===== src/rtl/signal_ctrl_pkg.sv =====
// signal_ctrl_pkg: opcode, function and condition codes plus last-step decode for the cycle sequencer.
package signal_ctrl_pkg;
  localparam logic [4:0] OP_ALU   = 5'b00000;
  localparam logic [4:0] OP_LHI   = 5'b00001;
  localparam logic [4:0] OP_LLI   = 5'b00010;
  localparam logic [4:0] OP_LDRRI = 5'b00011;
  localparam logic [4:0] OP_LDRRR = 5'b00100;
  localparam logic [4:0] OP_STRRI = 5'b00101;
  localparam logic [4:0] OP_STRRR = 5'b00110;
  localparam logic [4:0] OP_ADDI  = 5'b00111;
  localparam logic [4:0] OP_SUBI  = 5'b01000;
  localparam logic [4:0] OP_MOV   = 5'b01011;
  localparam logic [4:0] OP_JMP   = 5'b10000;
  localparam logic [4:0] OP_JALRL = 5'b10001;
  localparam logic [4:0] OP_JALRR = 5'b10010;
  localparam logic [4:0] OP_JR    = 5'b10011;
  localparam logic [4:0] OP_BCC   = 5'b11000;
  localparam logic [4:0] OP_BAL   = 5'b11001;
  localparam logic [4:0] OP_SYS   = 5'b11100;
  localparam logic [1:0] FN_STR = 2'b00;
  localparam logic [1:0] FN_CMP = 2'b01;
  localparam logic [1:0] FN_OUT = 2'b00;
  localparam logic [1:0] FN_HLT = 2'b01;
  localparam logic [2:0] CC_NE = 3'b000;
  localparam logic [2:0] CC_EQ = 3'b001;
  localparam logic [2:0] CC_CS = 3'b010;
  localparam logic [2:0] CC_CC = 3'b011;
  localparam logic [2:0] L_2 = 3'd2;
  localparam logic [2:0] L_3 = 3'd3;
  localparam logic [2:0] L_4 = 3'd4;
  typedef struct packed {
    logic       valid;
    logic [2:0] l;
  } last_t;
  // HLT is the only class without a final step; everything undecoded behaves as a NOP.
  function automatic last_t last_step(input logic [4:0] m, input logic [1:0] f);
    last_t r;
    r = '{valid: 1'b1, l: L_2};
    case (m)
      OP_ALU, OP_LHI, OP_LLI, OP_ADDI, OP_SUBI, OP_MOV, OP_STRRI,
      OP_BCC, OP_BAL, OP_JALRL, OP_JALRR: r.l = L_3;
      OP_LDRRI, OP_LDRRR:                 r.l = L_4;
      OP_STRRR:                           r.l = (f == FN_STR) ? L_3 : L_2;
      OP_SYS:                             r.valid = (f != FN_HLT);
      default:                            r.l = L_2;
    endcase
    return r;
  endfunction
endpackage


===== src/rtl/signal_pcplus1orwb.sv =====
// signal_pcplus1orwb: selects the write-back bus as PC source on the final step of taken jumps/branches.
module signal_pcplus1orwb
  import signal_ctrl_pkg::*;
(
  input  logic [4:0] InsM,
  input  logic [2:0] InsC,
  input  logic       FlagC,
  input  logic       FlagZ,
  input  logic       Buff_PC,
  output logic       PCplus1orWB
);
  logic cond;
  logic take;
  always_comb begin
    cond = (InsC == CC_NE) ? !FlagZ :
           (InsC == CC_EQ) ?  FlagZ :
           (InsC == CC_CS) ?  FlagC :
           (InsC == CC_CC) ? !FlagC : 1'b0;
    take = (InsM inside {OP_JMP, OP_JR, OP_JALRL, OP_JALRR, OP_BAL}) || (InsM == OP_BCC && cond);
  end
  assign PCplus1orWB = Buff_PC && take;
endmodule


===== src/rtl/signal_buff_pc.sv =====
// signal_buff_pc: per-instruction step counter and final-cycle strobe for the multicycle controller.
// Optional SIGNAL_BUFF_PC_HALTED_EN adds a sticky Halted flag that freezes the counter after HLT.
module signal_buff_pc
  import signal_ctrl_pkg::*;
#(
  parameter int CNT_W = 3
) (
  input  logic             clk,
  input  logic             Rst,
  input  logic [4:0]       InsM,
  input  logic [2:0]       InsC,
  input  logic [1:0]       InsL,
  input  logic             FlagC,
  input  logic             FlagZ,
  output logic [CNT_W-1:0] Cnt,
`ifdef SIGNAL_BUFF_PC_HALTED_EN
  output logic             Halted,
`endif
  output logic             Buff_PC,
  output logic             PCplus1orWB
);
  logic [CNT_W-1:0] cnt_q, cnt_d;
  last_t ls;
  logic hold;
  assign ls = last_step(InsM, InsL);
  assign Buff_PC = !Rst && ls.valid && cnt_q == CNT_W'(ls.l) && cnt_q >= CNT_W'(2);
`ifdef SIGNAL_BUFF_PC_HALTED_EN
  logic halted_q, halted_d;
  assign hold = halted_q;
  assign halted_d = Rst ? 1'b0 : halted_q || (cnt_q == CNT_W'(2) && InsM == OP_SYS && InsL == FN_HLT);
  assign Halted = halted_q;
  always_ff @(posedge clk) halted_q <= halted_d;
`else
  assign hold = 1'b0;
`endif
  assign cnt_d = (Rst || Buff_PC) ? '0 : (hold || &cnt_q) ? cnt_q : cnt_q + 1'b1;
  always_ff @(posedge clk) cnt_q <= cnt_d;
  assign Cnt = cnt_q;
  signal_pcplus1orwb u_pcsel (
    .InsM        (InsM),
    .InsC        (InsC),
    .FlagC       (FlagC),
    .FlagZ       (FlagZ),
    .Buff_PC     (Buff_PC),
    .PCplus1orWB (PCplus1orWB)
  );
endmodule


===== config.mk =====
export PLATFORM = sky130hd
export DESIGN_NAME = signal_buff_pc
export DESIGN_NICKNAME = d
export VERILOG_FILES = /design/src/rtl/signal_ctrl_pkg.sv /design/src/rtl/signal_pcplus1orwb.sv /design/src/rtl/signal_buff_pc.sv
export SDC_FILE = /design/constraint.sdc
export NUM_CORES = 1
export LEC_CHECK = 0
export BUFFER_PORTS_ARGS = -buffer_cell sky130_fd_sc_hd__buf_2
export CORE_AREA = 10 10 47 49
export DETAILED_ROUTE_END_ITERATION = 12
export DIE_AREA = 0 0 57 59
export PLACE_DENSITY = 0.6
export SYNTH_ARGS = -nofsm -noshare
export SYNTH_HDL_FRONTEND = slang
export SYNTH_SLANG_ARGS = --single-unit

===== constraint.sdc =====
create_clock -name clk -period 5.07 [get_ports clk]
set_input_delay 1.2675 -clock clk [delete_from_list [all_inputs] [get_ports clk]]
set_output_delay 1.2675 -clock clk [all_outputs]
set_load 0.01 [all_outputs]

### Word-level counts from Yosys, hierarchy flattened

Index checks and enable logic that the tools add are counted.

* flip-flop bits (word level): 3

* $add $sub $neg: 1
* order comparisons: 1
* reduce and logical (&&, ||, !) cells: 17
* eq/ne operators: 21
* multiplexer cells: 7

Operator list (number)
* 5-bit equality test, second input constant: 7
* 5-bit by 3-bit equality test with 1-bit output, second input constant: 4
* 11-bit OR reduction: 1
* 5-bit by 2-bit equality test with 1-bit output, second input constant: 2
* 5-bit by 4-bit equality test with 1-bit output, second input constant: 2
* 3-bit case mux with 3 select lines: 1
* 3-bit by 2-bit equality test with 1-bit output, second input constant: 2
* 1-bit 2-to-1 mux: 6
* 5-bit by 1-bit equality test with 1-bit output, second input constant: 1
* 1-bit logical AND: 5
* 5-bit zero test: 1
* 5-bit nonzero test: 1
* 3-bit by 1-bit adder with 3-bit output, second input constant: 1
* 3-bit by 1-bit equality test with 1-bit output, second input constant: 1
* 3-bit equality test: 1
* 3-bit by 2-bit greater-or-equal comparator with 1-bit output, second input constant: 1
* 1-bit zero test: 3
* 3-bit zero test: 1
* 3-bit AND reduction: 1
* 2-bit zero test: 1
* 1-bit logical OR: 2
* 2-bit by 1-bit inequality test with 1-bit output, second input constant: 1
* 2-bit OR reduction: 1

### Depth between registers and ports, before layout

Gate-level depths: netlist of run 1.

* depth in word-level cells: 8
* depth in mapped cells: 6

### Modules after synthesis

A second synthesis of run 1 with hierarchy kept.

* cell total of the unflattened synthesis: 43
* area total of the unflattened synthesis: 377.9 sq um

Modules (own cells, without submodules)
* signal_buff_pc: cells an instance 36, sequential area each 60.1 sq um, times used 1, area an instance 322.8 sq um
* signal_pcplus1orwb: cells an instance 7, sequential area each 0.0 sq um, times used 1, area an instance 55.1 sq um

### Worst setup path before layout of run 1

Ideal clock, no wire load.

* path type: in2out
* start point: in InsM[1]
* end point: out PCplus1orWB
* slack: 1.282 ns
* required time: 3.803 ns
* arrival time: 2.520 ns
* buffers on the path: 1
* cell stages on the path: 6
* cell sequence: clkbuf_2 nor4b_1 a31o_1 o32ai_4 xnor2_1 a2111oi_2

* word-level cells in the longest chain between the ends: 7
* elaborated cells between the ends (all ways): 29
* those cells by class: eq/ne: 17; mux: 2; reduce/logical: 10

RTL lines
* start: declaration: RTL line signal_buff_pc.sv:10 `input logic [4:0] InsM,`
* 5-bit by 1-bit equality test with 1-bit output (tied with other cells): RTL line signal_ctrl_pkg.sv:39 `case (m)`
* 11-bit OR reduction / 2-bit OR reduction (equally long branches): RTL line signal_ctrl_pkg.sv:39
* 3-bit case mux with 3 select lines: RTL line signal_ctrl_pkg.sv:39
* 3-bit equality test: RTL line signal_buff_pc.sv:26 `assign Buff_PC = !Rst && ls.valid && cnt_q == CNT_W'(ls.l) && cnt_q >= CNT_W'(2);`
* 1-bit logical AND (2 in a row): RTL line signal_buff_pc.sv:26
* 1-bit logical AND (*): RTL line signal_pcplus1orwb.sv:21 `assign PCplus1orWB = Buff_PC && take;`
* end: declaration: RTL line signal_buff_pc.sv:20 `output logic PCplus1orWB`

Mark *: on every way between the ends. The rest lies on a longest branch, timed or not.

### Final worst setup path of run 1

* start point: in InsM[4]
* end point: out PCplus1orWB

The elaborated chain is that of the path after synthesis.

==> results of run 1 <==
[per-stage QoR]
step	power (mW)	setup slack, ns	hold slack [ns]	cell area (sq um)
3_5_place_dp	0.0741	1.08	0.582	528
4_1_cts	0.118	1.07	0.586	554
5_1_grt	0.124	0.967	0.613	554
6_report	0.114	1.08	0.577	554
2_1_floorplan	0.0581	1.28	0.579	423
3_3_place_gp	0.0732	1.10	0.580	528
[power by group]
group	switching [mW]	total, mW	internal [mW]
clock network	0.0117	0.0412	0.0295
logic	0.0215	0.0419	0.0204
registers	0.00433	0.0311	0.0267
total	0.0376	0.114	0.0766
[cells in the final DEF (no fill, tap or decap), drive strengths merged, types with 2 or more instances in the layout]
master | netlist | final
a211oi | 2 | 2
a21oi | 4 | 4
buf | 0 | 18
clkbuf | 1 | 4
dfxtp | 3 | 3
ha | 3 | 3
mux2i | 2 | 2
nand2 | 2 | 2
nand2b | 3 | 3
nand3b | 2 | 2
nor2 | 6 | 6
nor3 | 2 | 2
or3b | 3 | 3
xnor2 | 2 | 2
[per-layer routing]
metal | global-route usage | share of wire
met4 | 0.0503 | 0.017
met3 | 0.0300 | 0.12
met2 | 0.0992 | 0.40
met1 | 0.0838 | 0.46
met5 | 0 | 0
[cells by family (layout without fill, tap and decap cells)]
family          Yosys count  count (layout)  share of synthesized area
simple gates             22              22                      0.323
compound gates           15              15                      0.311
fa+ha+maj                 3               3                     0.0888
mux                       3               3                     0.0740
flops                     3               3                      0.142
xor+xnor                  2               2                     0.0414
buf+inv                   2              23                     0.0207
[path summary, 6_finish.rpt]
check	start	end	slack [ns]	cells past startpoint
worst max-delay path	InsM[4]	PCplus1orWB	1.08	7
worst min-delay path	Cnt[2]	Cnt[2]	0.58	2
worst max register to register	Cnt[1]	Cnt[0]	3.53	5
worst min register to register	Cnt[2]	Cnt[2]	0.58	2
[worst max-delay path: stages]
cell       delay (ns)
buf_2            0.12
nand2b_1         0.15
a31o_1           0.24
o32ai_4          0.34
xnor2_1          0.14
a2111oi_2        0.27
buf_2            0.18
[layout make-up]
| class | count | area, sq um |
|---|---|---|
| Clock buffer | 4 | 26.3 |
| Timing Repair Buffer | 18 | 90.1 |
| Inverter | 1 | 3.75 |
| Tap cell | 16 | 20.0 |
| Multi-Input combinational cell | 45 | 354 |
| Sequential cell | 3 | 60.1 |
| Fill cell | 163 | 847 |
==> impl_metrics.py, run 1 <==
metrics = {
    "power": {
        "ir_drop_mv": 0.124,
        "p_per_area_nw_per_um2": 206,
        "power.leakage_nw": 0.239,
    },
    "placement": {
        "placed_cells": 83,
        "numPortBuffers": 18,
        "post-dp-hpwl_um": 923,
        "place_congestion": 0.789,
    },
    "floorplanning": {
        "io_pins": 19,
        "core-area_sq_um": 1400,
        "dieHeight_um": 59,
        "die_area_sq_um": 3360,
        "start_util": 0.302,
        "num_rows": 14,
        "die_x_um": 57,
    },
    "timing": {
        "min_period_over_period": 0.786,
        "rsz0062_at_grt": "no",
        "fin_crit_ns": 3.99,
        "final-setup-viol-count": 0,
        "max_freq_ghz": 0.251,
        "maxSlewHeadroom": 0.786,
        "skew_ns": 0.00177,
        "hold_violations": 0,
        "worst_slew_pin_slew_ns": 0.312,
        "slew_violations": 0,
        "fin_setup_tns_ns": 0,
    },
    "cts": {
        "ctsRootBufferMaster": "clkbuf_4",
        "clock_sinks": 3,
        "htree_levels": 1,
        "clkTransAtPathRegs_ns": 0.04,
        "cts_tree": "done",
        "cts-hold-fix-buffers": 0,
        "cts_resized": 0,
        "clk_path_buf_depth": 2,
        "cts_setup_buffers": 0,
        "cts_made_buffers": 3,
        "clk-insertion-delay-late_ns": 0.23,
    },
    "layout": {
        "diodes": 0,
        "utilization": 0.396,
        "syn_to_final_growth_pct": 31.1,
        "largest_register_ffs": 3,
        "nNetsFinal": 89,
        "instances_no_fill": 87,
        "final_layout_size_suffix_gt1_frac": 0.366,
    },
    "global_routing": {
        "grt_max_degree": 10,
        "antenna_found_initial": 0,
        "grt_usage": 0.0707,
        "first_global_vias": 486,
        "grt_pass1_wl_um": 2040,
        "grt_overflow": 0,
    },
    "route": {
        "ant_nets": 0,
        "dr_total_vias": 461,
        "dr.pass1.iters": 3,
        "drt_iter0_drc": 5,
        "totalWireLength_um": 1110,
        "drc": 0,
        "wl_per_cell_um": 12.8,
        "viasPerCell": 5.30,
    },
    "synth": {
        "syn_inst": 50,
        "ys_seq_area_frac": 0.142,
        "synth-seq-cells": 3,
        "yosysMostFrequentCell": "nor2_1",
        "yosys-top-cells-count": "nor2_1, a21oi_1, dfxtp_1, ha_1, nand2b_1",
        "yosys_warnings": 0,
        "ys_types": 29,
        "synth_flop_cell": "dfxtp_1",
        "postSynthAreaPerCell_sq_um": 8.46,
        "syn_nets": 67,
        "async_flop_share": 0,
        "synth_top_area_frac": 0.142,
        "synth_edf_count": 0,
        "yosys-top-cells-area": "dfxtp_1, ha_1, o32ai_4",
        "synth_largest_area_cell": "dfxtp_1",
        "syn-cell-area_sq_um": 423,
    },
    "worst_setup_path": {
        "end_kind": "output port",
        "crit_type": "in -> out",
        "crit_arrival_ns": 2.72,
        "worstPathRequired_ns": 3.80,
        "critPathLaunchType": "primary input",
        "cp_max_fo": 5,
    },
    "run": {
        "maxCapViolCount": 0,
    },
    "worst_hold_path": {
        "hold_class": "reg -> reg",
    },
    "status": {
        "outcome": "complete, no violations",
    },
}
Note: power is estimated with default switching activity, not from simulation.
==> inputs of run 2 (changes only) <==
==> constraint.sdc (replaced) <==
create_clock -name clk -period 3.9 [get_ports clk]
set_input_delay 0.975 -clock clk [delete_from_list [all_inputs] [get_ports clk]]
set_output_delay 0.975 -clock clk [all_outputs]
set_load 0.01 [all_outputs]
==> run 2 against run 1 <==
Wire length grew 0.18%. Sequential power rose by 30%. Cell area stayed put. Core utilization unchanged. Non-clock buffer count unchanged. Sequential cell count did not move. Total power grew 30%. Sequential share of layout area unchanged. Register-to-register slack worse by 1.2 ns. Worst hold slack is essentially flat. Critical path depth is the same.
==> impl_metrics.py, run 2 (synthesis gave the netlist of run 1 again) <==
metrics = {
    "status": {
        "outcome": "complete, no violations",
    },
    "worst_setup_path": {
        "worstPathRequired_ns": 2.92,
        "crit_arrival_ns": 2.42,
        "cp_max_fo": 5,
        "critPathBufInv": 2,
        "crit_type": "in -> out",
        "critical_path.max_stage_delay_ns": 0.34,
        "r2r_start": "Cnt[1]",
        "critPathLaunchType": "primary input",
        "cp_common_cell": "buf_2",
        "path_delay_family": "compound AO/OA/AOI/OAI gates",
        "critPathSlowestCell": "o32ai_4",
        "crit_chain": "buf_2 -> nand2b_1 -> a31o_1 -> o32ai_4 -> xnor2_1 -> a2111oi_2 -> buf_2",
        "cp-startpoint": "InsM[4]",
        "end_kind": "output port",
    },
    "layout": {
        "utilization": 0.396,
        "largest_register_ffs": 3,
        "instances_no_fill": 87,
        "multiInputGateArea_sq_um": 354,
        "syn_to_final_growth_pct": 31.1,
        "diodes": 0,
        "layout_commonest_cell": "buf_2",
        "final_layout_size_suffix_gt1_frac": 0.366,
        "nNetsFinal": 89,
        "seqCellArea_sq_um": 60.1,
        "final_cell_area_sq_um": 554,
        "fillers": 163,
        "final_cell_mix": "buf_2, nor2_1, a21oi_1",
    },
    "cts": {
        "clock_sinks": 3,
        "clk-insertion-delay-late_ns": 0.23,
        "cts_made_buffers": 3,
        "cts_tree": "done",
        "cts_resized": 0,
        "htree_levels": 1,
        "cts_setup_buffers": 0,
        "ctsRootBufferMaster": "clkbuf_4",
        "cts-hold-fix-buffers": 0,
        "clkTransAtPathRegs_ns": 0.04,
        "clk_path_buf_depth": 2,
    },
    "global_routing": {
        "grt_overflow": 0,
        "antenna_found_initial": 0,
        "first_global_vias": 486,
        "grt_max_degree": 10,
        "grt_usage": 0.0707,
        "grt_pass1_wl_um": 2040,
    },
    "placement": {
        "place_congestion": 0.789,
        "dp_slack_ns": 0.492,
        "placed_cells": 83,
        "numPortBuffers": 18,
        "dpl_cell_area_sq_um": 528,
        "post-dp-hpwl_um": 924,
    },
    "floorplanning": {
        "io_pins": 19,
        "start_util": 0.302,
        "dieHeight_um": 59,
        "num_rows": 14,
        "die_x_um": 57,
        "die_area_sq_um": 3360,
        "core-area_sq_um": 1400,
    },
    "timing": {
        "slew_violations": 0,
        "max_freq_ghz": 0.294,
        "skew_ns": 0.00177,
        "min_period_over_period": 0.872,
        "final.setup.worst_slack_ns": 0.500,
        "hold_violations": 0,
        "holdWs_ns": 0.577,
        "final-setup-viol-count": 0,
        "fin_crit_ns": 3.40,
        "worst_slew_pin_slew_ns": 0.308,
        "rsz0062_at_grt": "no",
        "maxSlewHeadroom": 0.789,
        "fin_setup_tns_ns": 0,
    },
    "power": {
        "p_per_area_nw_per_um2": 268,
        "power_mw": 0.148,
        "seqPwrFrac": 0.272,
        "p_int_mw": 0.0995,
        "ir_drop_mv": 0.162,
        "p_comb_frac": 0.367,
        "netSwitchingPower_mw": 0.0488,
        "pwr-share-clk": 0.361,
        "power.share.switching": 0.329,
        "power.leakage_nw": 0.239,
    },
    "route": {
        "drt_iter0_drc": 4,
        "viasPerCell": 5.28,
        "ant_nets": 0,
        "dr.pass1.iters": 3,
        "drc": 0,
        "wl_per_cell_um": 12.8,
        "totalWireLength_um": 1120,
        "dr_total_vias": 459,
    },
    "worst_hold_path": {
        "hold_class": "reg -> reg",
        "holdCritStartpoint": "Cnt[2]",
    },
    "run": {
        "maxCapViolCount": 0,
    },
}
[run 2: final timing paths]
| path | endpoint | slack (ns) | cells past startpoint |
|---|---|---|---|
| setup / recovery | PCplus1orWB | 0.50 | 7 |
| hold / removal | Cnt[2] | 0.58 | 2 |
| setup reg to reg | Cnt[0] | 2.36 | 5 |
| hold reg to reg | Cnt[2] | 0.58 | 2 |
[run 2: metal layers]
| metal | up-vias | track usage | wire (um) |
|---|---|---|---|
| met1 | 206 | 0.0838 | 505 |
| li1 | 232 | - | - |
| met2 | 19 | 0.0992 | 453 |
| met3 | 2 | 0.0300 | 136 |
| met5 | - | 0 | 0 |
| met4 | 0 | 0.0503 | 19 |
[run 2: tightest hold or removal path: stages (launching register included)]
cell and delay (ns):
dfxtp_1 0.33, mux2i_1 0.13, a211oi_1 0.06
[run 2: power by group through the flow]
| stage | clock [mW] | sequential (mW) | combinational [mW] |
|---|---|---|---|
| 2_1_floorplan | 0 | 0.0415 | 0.0341 |
| 3_3_place_gp | 0 | 0.0407 | 0.0545 |
| 3_5_place_dp | 0 | 0.0410 | 0.0553 |
| 4_1_cts | 0.0577 | 0.0404 | 0.0555 |
| 5_1_grt | 0.0583 | 0.0414 | 0.0621 |
| 6_report | 0.0535 | 0.0404 | 0.0544 |
[run 2: cell type report]
cell class                      instances  area share
Clock buffer                            4      0.0474
Inverter                                1     0.00677
Multi-Input combinational cell         45       0.639
Sequential cell                         3       0.108
Tap cell                               16      0.0361
Timing Repair Buffer                   18       0.163
